===== config.mk =====
export PLATFORM = sky130hd
export DESIGN_NAME = bottle_ctrl_flat
export DESIGN_NICKNAME = d
export VERILOG_FILES = /design/src/rtl/bottle_ctrl_if.sv /design/src/rtl/bottle_ctrl.sv /design/src/flat_wrapper.sv
export SDC_FILE = /design/constraint.sdc
export NUM_CORES = 1
export LEC_CHECK = 0
export ABC_AREA = 0
export CAP_MARGIN = 0
export CORE_MARGIN = 2
export CORE_UTILIZATION = 50
export DETAILED_ROUTE_END_ITERATION = 10
export GPL_TIMING_DRIVEN = 0
export PLACE_DENSITY = 0.84
export SLEW_MARGIN = 15
export SYNTH_ARGS = -nofsm -noshare
export SYNTH_HDL_FRONTEND = slang
export SYNTH_SLANG_ARGS = --single-unit

===== constraint.sdc =====
create_clock -name CLK -period 2.83 [get_ports CLK]
set_input_delay 0.566 -clock CLK [delete_from_list [all_inputs] [get_ports CLK]]
set_output_delay 0.566 -clock CLK [all_outputs]
set_load 0.01 [all_outputs]

===== src/rtl/bottle_ctrl_if.sv =====
// Bottle-filling station control bus.
// Groups the operator buttons, the pill sensor pulse and every controller
// output into one bundle.
//   master : the panel/sensor side, which drives buttons and pill_pulse
//            and observes the controller outputs.
//   slave  : bottle_ctrl, which consumes the buttons and the pill pulse and
//            drives the mode bits, the actuators, the settings and the counts.
// Optional: when BOTTLE_SPILL_CNT_EN is defined the bus also carries
//           spill_cnt.
interface bottle_ctrl_if #(
  parameter int unsigned CNT_W = 8
);
  logic             btn_sel;
  logic             btn_inc;
  logic             btn_dec;
  logic             btn_ok;
  logic             btn_start;
  logic             btn_stop;
  logic             pill_pulse;
  logic             EN_work;
  logic             EN_set;
  logic             SET;
  logic             allFull;
  logic             valve_open;
  logic             conveyor_on;
  logic [CNT_W-1:0] pills_per_bottle;
  logic [CNT_W-1:0] bottle_target;
  logic [CNT_W-1:0] pill_cnt;
  logic [CNT_W-1:0] bottle_cnt;
`ifdef BOTTLE_SPILL_CNT_EN
  logic [CNT_W-1:0] spill_cnt;
`endif

  modport master (
`ifdef BOTTLE_SPILL_CNT_EN
    input  spill_cnt,
`endif
    output btn_sel, btn_inc, btn_dec, btn_ok, btn_start, btn_stop, pill_pulse,
    input  EN_work, EN_set, SET, allFull, valve_open, conveyor_on,
    input  pills_per_bottle, bottle_target, pill_cnt, bottle_cnt
  );

  modport slave (
`ifdef BOTTLE_SPILL_CNT_EN
    output spill_cnt,
`endif
    input  btn_sel, btn_inc, btn_dec, btn_ok, btn_start, btn_stop, pill_pulse,
    output EN_work, EN_set, SET, allFull, valve_open, conveyor_on,
    output pills_per_bottle, bottle_target, pill_cnt, bottle_cnt
  );
endinterface


===== src/rtl/bottle_ctrl.sv =====
// bottle_ctrl - master sequencer for the bottle-filling station.
// Runs the operating-mode FSM (CFG / READY / FILL / MOVE / DONE), holds the
// pills-per-bottle and bottle-target settings, counts pills and bottles and
// drives the fill valve and the conveyor. Every output is a register.
// Ports:
//   CLK : system clock, rising edge
//   RST : synchronous, active-high reset
//   bus : bottle_ctrl_if.slave
//           in : btn_sel, btn_inc, btn_dec, btn_ok, btn_start, btn_stop,
//                pill_pulse (all one-cycle pulses)
//           out: EN_work, EN_set, SET, allFull, valve_open, conveyor_on,
//                pills_per_bottle, bottle_target, pill_cnt, bottle_cnt
// Optional: define BOTTLE_SPILL_CNT_EN to add spill_cnt, a saturating count
//           of pills arriving while the valve is closed.
module bottle_ctrl #(
  parameter int unsigned CNT_W       = 8,
  parameter int unsigned MAX_PILLS   = 50,
  parameter int unsigned MAX_BOTTLES = 99,
  parameter int unsigned CONV_CYCLES = 4
) (
  input logic        CLK,
  input logic        RST,
  bottle_ctrl_if.slave bus
);

  // State codes double as mode bits: [2] = EN_work, [1] = EN_set, so those
  // two outputs come straight off the state register.
  localparam logic [2:0] S_CFG   = 3'b000;
  localparam logic [2:0] S_READY = 3'b010;
  localparam logic [2:0] S_FILL  = 3'b100;
  localparam logic [2:0] S_MOVE  = 3'b101;
  localparam logic [2:0] S_DONE  = 3'b110;

  localparam int unsigned   TMR_W    = (CONV_CYCLES > 1) ? $clog2(CONV_CYCLES) : 1;
  localparam logic [TMR_W-1:0] TMR_LOAD = TMR_W'(CONV_CYCLES - 1);
  localparam logic [CNT_W-1:0] ONE      = CNT_W'(1);
  localparam logic [CNT_W-1:0] PILL_MAX = CNT_W'(MAX_PILLS);
  localparam logic [CNT_W-1:0] BOT_MAX  = CNT_W'(MAX_BOTTLES);

  logic [2:0]       state_q, state_d;
  logic             set_q, set_d;
  logic             full_q, full_d;
  logic             valve_q, valve_d;
  logic             conv_q, conv_d;
  logic [CNT_W-1:0] ppb_q, ppb_d;
  logic [CNT_W-1:0] tgt_q, tgt_d;
  logic [CNT_W-1:0] pill_q, pill_d;
  logic [CNT_W-1:0] bot_q, bot_d;
  logic [TMR_W-1:0] tmr_q, tmr_d;

  logic [CNT_W-1:0] pill_inc;
  logic [CNT_W-1:0] bot_inc;

  assign pill_inc = pill_q + ONE;
  assign bot_inc  = bot_q + ONE;

  always_comb begin
    state_d = state_q;
    set_d   = set_q;
    full_d  = full_q;
    valve_d = valve_q;
    conv_d  = conv_q;
    ppb_d   = ppb_q;
    tgt_d   = tgt_q;
    pill_d  = pill_q;
    bot_d   = bot_q;
    tmr_d   = tmr_q;

    case (state_q)
      S_CFG: begin
        if (bus.btn_ok) begin
          state_d = S_READY;
          set_d   = 1'b0;
        end else if (bus.btn_sel) begin
          set_d = ~set_q;
        end else if (bus.btn_inc ^ bus.btn_dec) begin
          // Simultaneous inc and dec cancel out (XOR above).
          if (!set_q) begin
            if (bus.btn_inc && ppb_q < PILL_MAX) ppb_d = ppb_q + ONE;
            if (bus.btn_dec && ppb_q > ONE)      ppb_d = ppb_q - ONE;
          end else begin
            if (bus.btn_inc && tgt_q < BOT_MAX)  tgt_d = tgt_q + ONE;
            if (bus.btn_dec && tgt_q > ONE)      tgt_d = tgt_q - ONE;
          end
        end
      end

      S_READY: begin
        if (bus.btn_start) begin
          state_d = S_FILL;
          set_d   = 1'b0;
          valve_d = 1'b1;
          pill_d  = '0;
          bot_d   = '0;
        end else if (bus.btn_sel || bus.btn_stop) begin
          state_d = S_CFG;
          set_d   = 1'b0;
        end
      end

      S_FILL: begin
        if (bus.btn_stop) begin
          state_d = S_READY;
          valve_d = 1'b0;
          conv_d  = 1'b0;
        end else if (bus.pill_pulse) begin
          if (pill_inc == ppb_q) begin
            valve_d = 1'b0;
            bot_d   = bot_inc;
            if (bot_inc == tgt_q) begin
              state_d = S_DONE;
              full_d  = 1'b1;
              pill_d  = pill_inc;
            end else begin
              state_d = S_MOVE;
              set_d   = 1'b1;
              pill_d  = '0;
              conv_d  = 1'b1;
              tmr_d   = TMR_LOAD;
            end
          end else begin
            pill_d = pill_inc;
          end
        end
      end

      S_MOVE: begin
        // Timer counts CONV_CYCLES-1 down to 0; the cycle spent at 0 is the
        // last conveyor cycle.
        if (bus.btn_stop) begin
          state_d = S_READY;
          set_d   = 1'b0;
          valve_d = 1'b0;
          conv_d  = 1'b0;
        end else if (tmr_q == '0) begin
          state_d = S_FILL;
          set_d   = 1'b0;
          conv_d  = 1'b0;
          valve_d = 1'b1;
        end else begin
          tmr_d = tmr_q - TMR_W'(1);
        end
      end

      S_DONE: begin
        if (bus.btn_ok) begin
          state_d = S_READY;
          full_d  = 1'b0;
        end
      end

      default: begin
        state_d = S_CFG;
        set_d   = 1'b0;
        full_d  = 1'b0;
        valve_d = 1'b0;
        conv_d  = 1'b0;
      end
    endcase
  end

  always_ff @(posedge CLK) begin
    if (RST) begin
      state_q <= S_CFG;
      set_q   <= 1'b0;
      full_q  <= 1'b0;
      valve_q <= 1'b0;
      conv_q  <= 1'b0;
      ppb_q   <= ONE;
      tgt_q   <= ONE;
      pill_q  <= '0;
      bot_q   <= '0;
      tmr_q   <= '0;
    end else begin
      state_q <= state_d;
      set_q   <= set_d;
      full_q  <= full_d;
      valve_q <= valve_d;
      conv_q  <= conv_d;
      ppb_q   <= ppb_d;
      tgt_q   <= tgt_d;
      pill_q  <= pill_d;
      bot_q   <= bot_d;
      tmr_q   <= tmr_d;
    end
  end

`ifdef BOTTLE_SPILL_CNT_EN
  logic [CNT_W-1:0] spill_q;

  // Clear on a run start takes precedence over a coincident stray pill.
  always_ff @(posedge CLK) begin
    if (RST) begin
      spill_q <= '0;
    end else if (state_q == S_READY && bus.btn_start) begin
      spill_q <= '0;
    end else if (bus.pill_pulse && !valve_q && spill_q != '1) begin
      spill_q <= spill_q + ONE;
    end
  end

  assign bus.spill_cnt = spill_q;
`endif

  assign bus.EN_work          = state_q[2];
  assign bus.EN_set           = state_q[1];
  assign bus.SET              = set_q;
  assign bus.allFull          = full_q;
  assign bus.valve_open       = valve_q;
  assign bus.conveyor_on      = conv_q;
  assign bus.pills_per_bottle = ppb_q;
  assign bus.bottle_target    = tgt_q;
  assign bus.pill_cnt         = pill_q;
  assign bus.bottle_cnt       = bot_q;

endmodule


===== src/flat_wrapper.sv =====
// flat-port wrapper written by rule: the top's interface ports become plain ports
module bottle_ctrl_flat 
#(
  parameter int unsigned CNT_W       = 8,
  parameter int unsigned MAX_PILLS   = 50,
  parameter int unsigned MAX_BOTTLES = 99,
  parameter int unsigned CONV_CYCLES = 4
)
  (CLK, RST, bus_btn_sel, bus_btn_inc, bus_btn_dec, bus_btn_ok, bus_btn_start, bus_btn_stop, bus_pill_pulse, bus_EN_work, bus_EN_set, bus_SET, bus_allFull, bus_valve_open, bus_conveyor_on, bus_pills_per_bottle, bus_bottle_target, bus_pill_cnt, bus_bottle_cnt);
  bottle_ctrl_if #(.CNT_W(CNT_W)) bus_i ();
  input logic CLK;
  input logic RST;
  input wire logic [$bits(bus_i.btn_sel)-1:0] bus_btn_sel;
  input wire logic [$bits(bus_i.btn_inc)-1:0] bus_btn_inc;
  input wire logic [$bits(bus_i.btn_dec)-1:0] bus_btn_dec;
  input wire logic [$bits(bus_i.btn_ok)-1:0] bus_btn_ok;
  input wire logic [$bits(bus_i.btn_start)-1:0] bus_btn_start;
  input wire logic [$bits(bus_i.btn_stop)-1:0] bus_btn_stop;
  input wire logic [$bits(bus_i.pill_pulse)-1:0] bus_pill_pulse;
  output wire logic [$bits(bus_i.EN_work)-1:0] bus_EN_work;
  output wire logic [$bits(bus_i.EN_set)-1:0] bus_EN_set;
  output wire logic [$bits(bus_i.SET)-1:0] bus_SET;
  output wire logic [$bits(bus_i.allFull)-1:0] bus_allFull;
  output wire logic [$bits(bus_i.valve_open)-1:0] bus_valve_open;
  output wire logic [$bits(bus_i.conveyor_on)-1:0] bus_conveyor_on;
  output wire logic [$bits(bus_i.pills_per_bottle)-1:0] bus_pills_per_bottle;
  output wire logic [$bits(bus_i.bottle_target)-1:0] bus_bottle_target;
  output wire logic [$bits(bus_i.pill_cnt)-1:0] bus_pill_cnt;
  output wire logic [$bits(bus_i.bottle_cnt)-1:0] bus_bottle_cnt;
  assign bus_i.btn_sel = bus_btn_sel;
  assign bus_i.btn_inc = bus_btn_inc;
  assign bus_i.btn_dec = bus_btn_dec;
  assign bus_i.btn_ok = bus_btn_ok;
  assign bus_i.btn_start = bus_btn_start;
  assign bus_i.btn_stop = bus_btn_stop;
  assign bus_i.pill_pulse = bus_pill_pulse;
  assign bus_EN_work = bus_i.EN_work;
  assign bus_EN_set = bus_i.EN_set;
  assign bus_SET = bus_i.SET;
  assign bus_allFull = bus_i.allFull;
  assign bus_valve_open = bus_i.valve_open;
  assign bus_conveyor_on = bus_i.conveyor_on;
  assign bus_pills_per_bottle = bus_i.pills_per_bottle;
  assign bus_bottle_target = bus_i.bottle_target;
  assign bus_pill_cnt = bus_i.pill_cnt;
  assign bus_bottle_cnt = bus_i.bottle_cnt;
  bottle_ctrl #(.CNT_W(CNT_W), .MAX_PILLS(MAX_PILLS), .MAX_BOTTLES(MAX_BOTTLES), .CONV_CYCLES(CONV_CYCLES)) u_core (.CLK(CLK), .RST(RST), .bus(bus_i));
endmodule

==> summary.md <==
| Metric | Value |
|---|---|
| Die height | `81.53 um` |
| Initial antenna violation count | `0` |
| Crit path capture type | `flop` |
| VDD IR max | `0.2334 mV` |
| Final wirelength | `7.867 mm` |
| Rows | `28` |
| Setup slack after layout | `101.1 ps` |
| Mapped Area | `0.003005 mm^2` |
| Final setup fails | `0` |
| Prevailing post-synth register cell | `dfxtp_1` |
| Final ANT Viol Nets | `0` |
| Root buffer cell | `clkbuf_8` |
| PortBufs | `46` |
| EDFF count, synth | `0` |
| Seq/Total Area, Yosys | `27.31%` |
| Minimum clock period | `2729 ps` |
| HP Class | `flop to flop` |
| Total of max-cap violations | `0` |
| Nets | `445` |
| Vias | `3057` |
| Die area | `0.006647 mm^2` |
| Slew headroom | `59.35%` |
| Largest area contributor in the netlist | `dfxtp_1` |
| RSZ-0062 raised after global routing | `false` |
| Layout cell share with drive strength beyond 1 | `12.18%` |
| Slew @ Worst Pin | `609.7 ps` |
| Hpwl dp | `5.590 mm` |
| Largest cells by area after synthesis | `dfxtp_1 (27%), xnor2_1 (6.7%), nor2_1 (4.1%), a21oi_1 (3.8%), ha_1 (3.7%)` |
| Final Max Tran Viols | `0` |
| Fin crit share | `96.43%` |
| Wire per inst | `15.67 um` |
| Cell variety after synth | `69` |
| Reg2Reg Depth | `8` |
| Starting Density | `51.37%` |
| Hold violation count in the final report | `0` |
| Hold Path Stages | `1` |
| Core box area | `0.005851 mm^2` |
| Via-to-Cell Ratio | `6.090` |
| Final Skew | `3.722 ps` |
| Die width | `81.53 um` |
| Global-route wire length before repair | `12.99 mm` |
| Ant diodes | `0` |
| IO Count | `47` |
| Post-Place Cell Area | `0.003560 mm^2` |
| Async set-or-reset flop fraction in the synthesized netlist | `0%` |
| Largest fanout on the critical path | `8` |
| Clk_lat worst skew | `300 ps` |
| Iteration-0 DRC Markers | `186` |
| Hold Slack | `475.4 ps` |
| Largest net degree at the start of global routing | `12` |
| Crit start category | `flop` |
| Post-Syn Instances | `373` |
| Gr usage total | `24.75%` |
| Final non-filler cell total | `502` |
| Drt drc | `0` |
| CTS sink count | `41` |
| Mean Syn Cell Area | `8.057 um^2` |
| Synth Register Bits | `41` |
| Leak | `1.341 nW` |
| Max Clk Rate | `366.4 MHz` |
| CTS H-tree lvls | `2` |
| Status | `finished, final reports clean` |
| TritonRoute pass-1 iters | `5` |
| Critical Path RT | `3030 ps` |
| Synth top area share | `27.31%` |
| Critical Path AT | `2930 ps` |
| Clk slew on worst S/H paths | `80 ps` |
| Pwr dens | `358.3 mW/mm^2` |
| Synth warn | `0` |
| Num CTS Buffers | `5` |
| Clock Tree Buf Depth | `2` |
| GPL Wtd Cong | `0.9021` |
| Post-CTS Hold Buffers | `0` |
| Final instance area | `0.003705 mm^2` |
| Area growth syn-to-layout | `23.27%` |
| Total gr overflow | `0` |
| Dpl cells | `494` |
| Vias in the first global route | `2761` |
| DP Worst Slack | `-383.0 ps` |
| Layout fillers | `509` |
| Syn_nets | `391` |
| Critical path class | `flop to flop` |
| Core Util, Final | `63.32%` |
| CTS tree | `yes` |
cells by family after synthesis:
family	after synthesis	synth area share, %
simple gates	156	29.02
flops	41	27.31
buf+inv	39	6.120
xor+xnor	34	9.908
fa+ha+maj	9	3.747
compound gates	92	23.23
mux	2	0.6661
layout make-up:
type	count	area [um^2]	share of cell area (%)
buffer	22	121.4	3.276
clock buffer	7	86.33	2.330
inverter	16	60.06	1.621
multi-input combinational	293	2042	55.12
sequential	41	825.8	22.29
tap	75	93.84	2.533
timing repair buffer	48	475.5	12.83
critical path, cell delays in order (launching register included):
cell       delay [ps]
dfxtp_1           430
buf_2             230
and2_1            220
nand3_1           160
xnor2_1           200
a2111oi_4         490
a21oi_4           150
or4b_2            660
o311ai_1          100
metal layers:
metal / vias up / global-route usage [%] / share of wire (%) / routed length (um)
li1: 1463 / - / - / -
met1: 1441 / 31.27 / 42 / 3342
met2: 132 / 41.31 / 50 / 3895
met3: 21 / 4.396 / 6.0 / 474
met4: 0 / 10.51 / 2.0 / 155
met5: - / 0 / 0 / 0
synth_stat cells, types with 4 or more instances:
cell / number
nor4_1: 4
a21oi_1: 23
nor3_1: 8
or3_1: 12
a211oi_1: 10
xor2_1: 11
buf_2: 10
nand2_1: 27
a31oi_1: 8
inv_1: 16
o211ai_1: 5
dfxtp_1: 41
xnor2_1: 23
nor2_1: 33
ha_1: 9
nand3b_1: 4
and4_1: 4
nand2b_1: 9
nand3_1: 18
o21ai_0: 16
nor2b_1: 6
clkbuf_1: 7
report_power, final:
| group | switching, mW | total (mW) | internal, mW |
|---|---|---|---|
| sequential | 0.0210 | 0.614 | 0.593 |
| combinational | 0.177 | 0.310 | 0.133 |
| clock | 0.209 | 0.403 | 0.194 |
| total | 0.407 | 1.33 | 0.920 |
timing repair:
action	in CTS	in global routing
gates resized for setup	5	9
setup endpoints to repair	3	12
pin swaps	1	2
gates cloned	0	0
setup buffers	1	1
cell usage in the layout, fill, tap and decap left out, types with 8 or more instances in the layout:
cell and count:
inv_1 16, nand2b_1 9, a21oi_1 23, nor2_1 33, nand3_1 18, buf_2 10
nand2_1 27, or3_1 12, o21ai_0 15, xor2_1 11, clkdlybuf4s50_1 46, dfxtp_1 37
a31oi_1 8, a211oi_1 10, xnor2_1 23
final timing paths:
| path | slack, ps | start | to |
|---|---|---|---|
| max | 100 | u_core.bus.bottle_cnt[0]$_SDFFE_PP0P_ | u_core.bus.pill_cnt[2]$_SDFFE_PP0P_ |
| min | 480 | u_core.bus.allFull$_SDFFE_PP0P_ | u_core.bus.allFull$_SDFFE_PP0P_ |
| max reg2reg | 100 | u_core.bus.bottle_cnt[0]$_SDFFE_PP0P_ | u_core.bus.pill_cnt[2]$_SDFFE_PP0P_ |
| min reg2reg | 480 | u_core.bus.allFull$_SDFFE_PP0P_ | u_core.bus.allFull$_SDFFE_PP0P_ |
per-stage QoR:
step,TNS (ps),power (mW)
floorplan,0,0.8151
detailed placement,-2254,0.9135
CTS,0,1.319
global placement,-1761,0.9070
global route,0,1.386
finish,0,1.327
registers in the layout, indices dropped and copies added (netlist names):
signal,cells
u_core.bus.conveyor_on,1
u_core.bus.valve_open,1
u_core.tmr_q,2
u_core.bus.bottle_cnt,8
u_core.bus.bottle_target,8
u_core.bus.pills_per_bottle,8
u_core.bus.pill_cnt,8
u_core.state_q,3
u_core.bus.SET,1
u_core.bus.allFull,1
(Power assumes the default switching activity.)
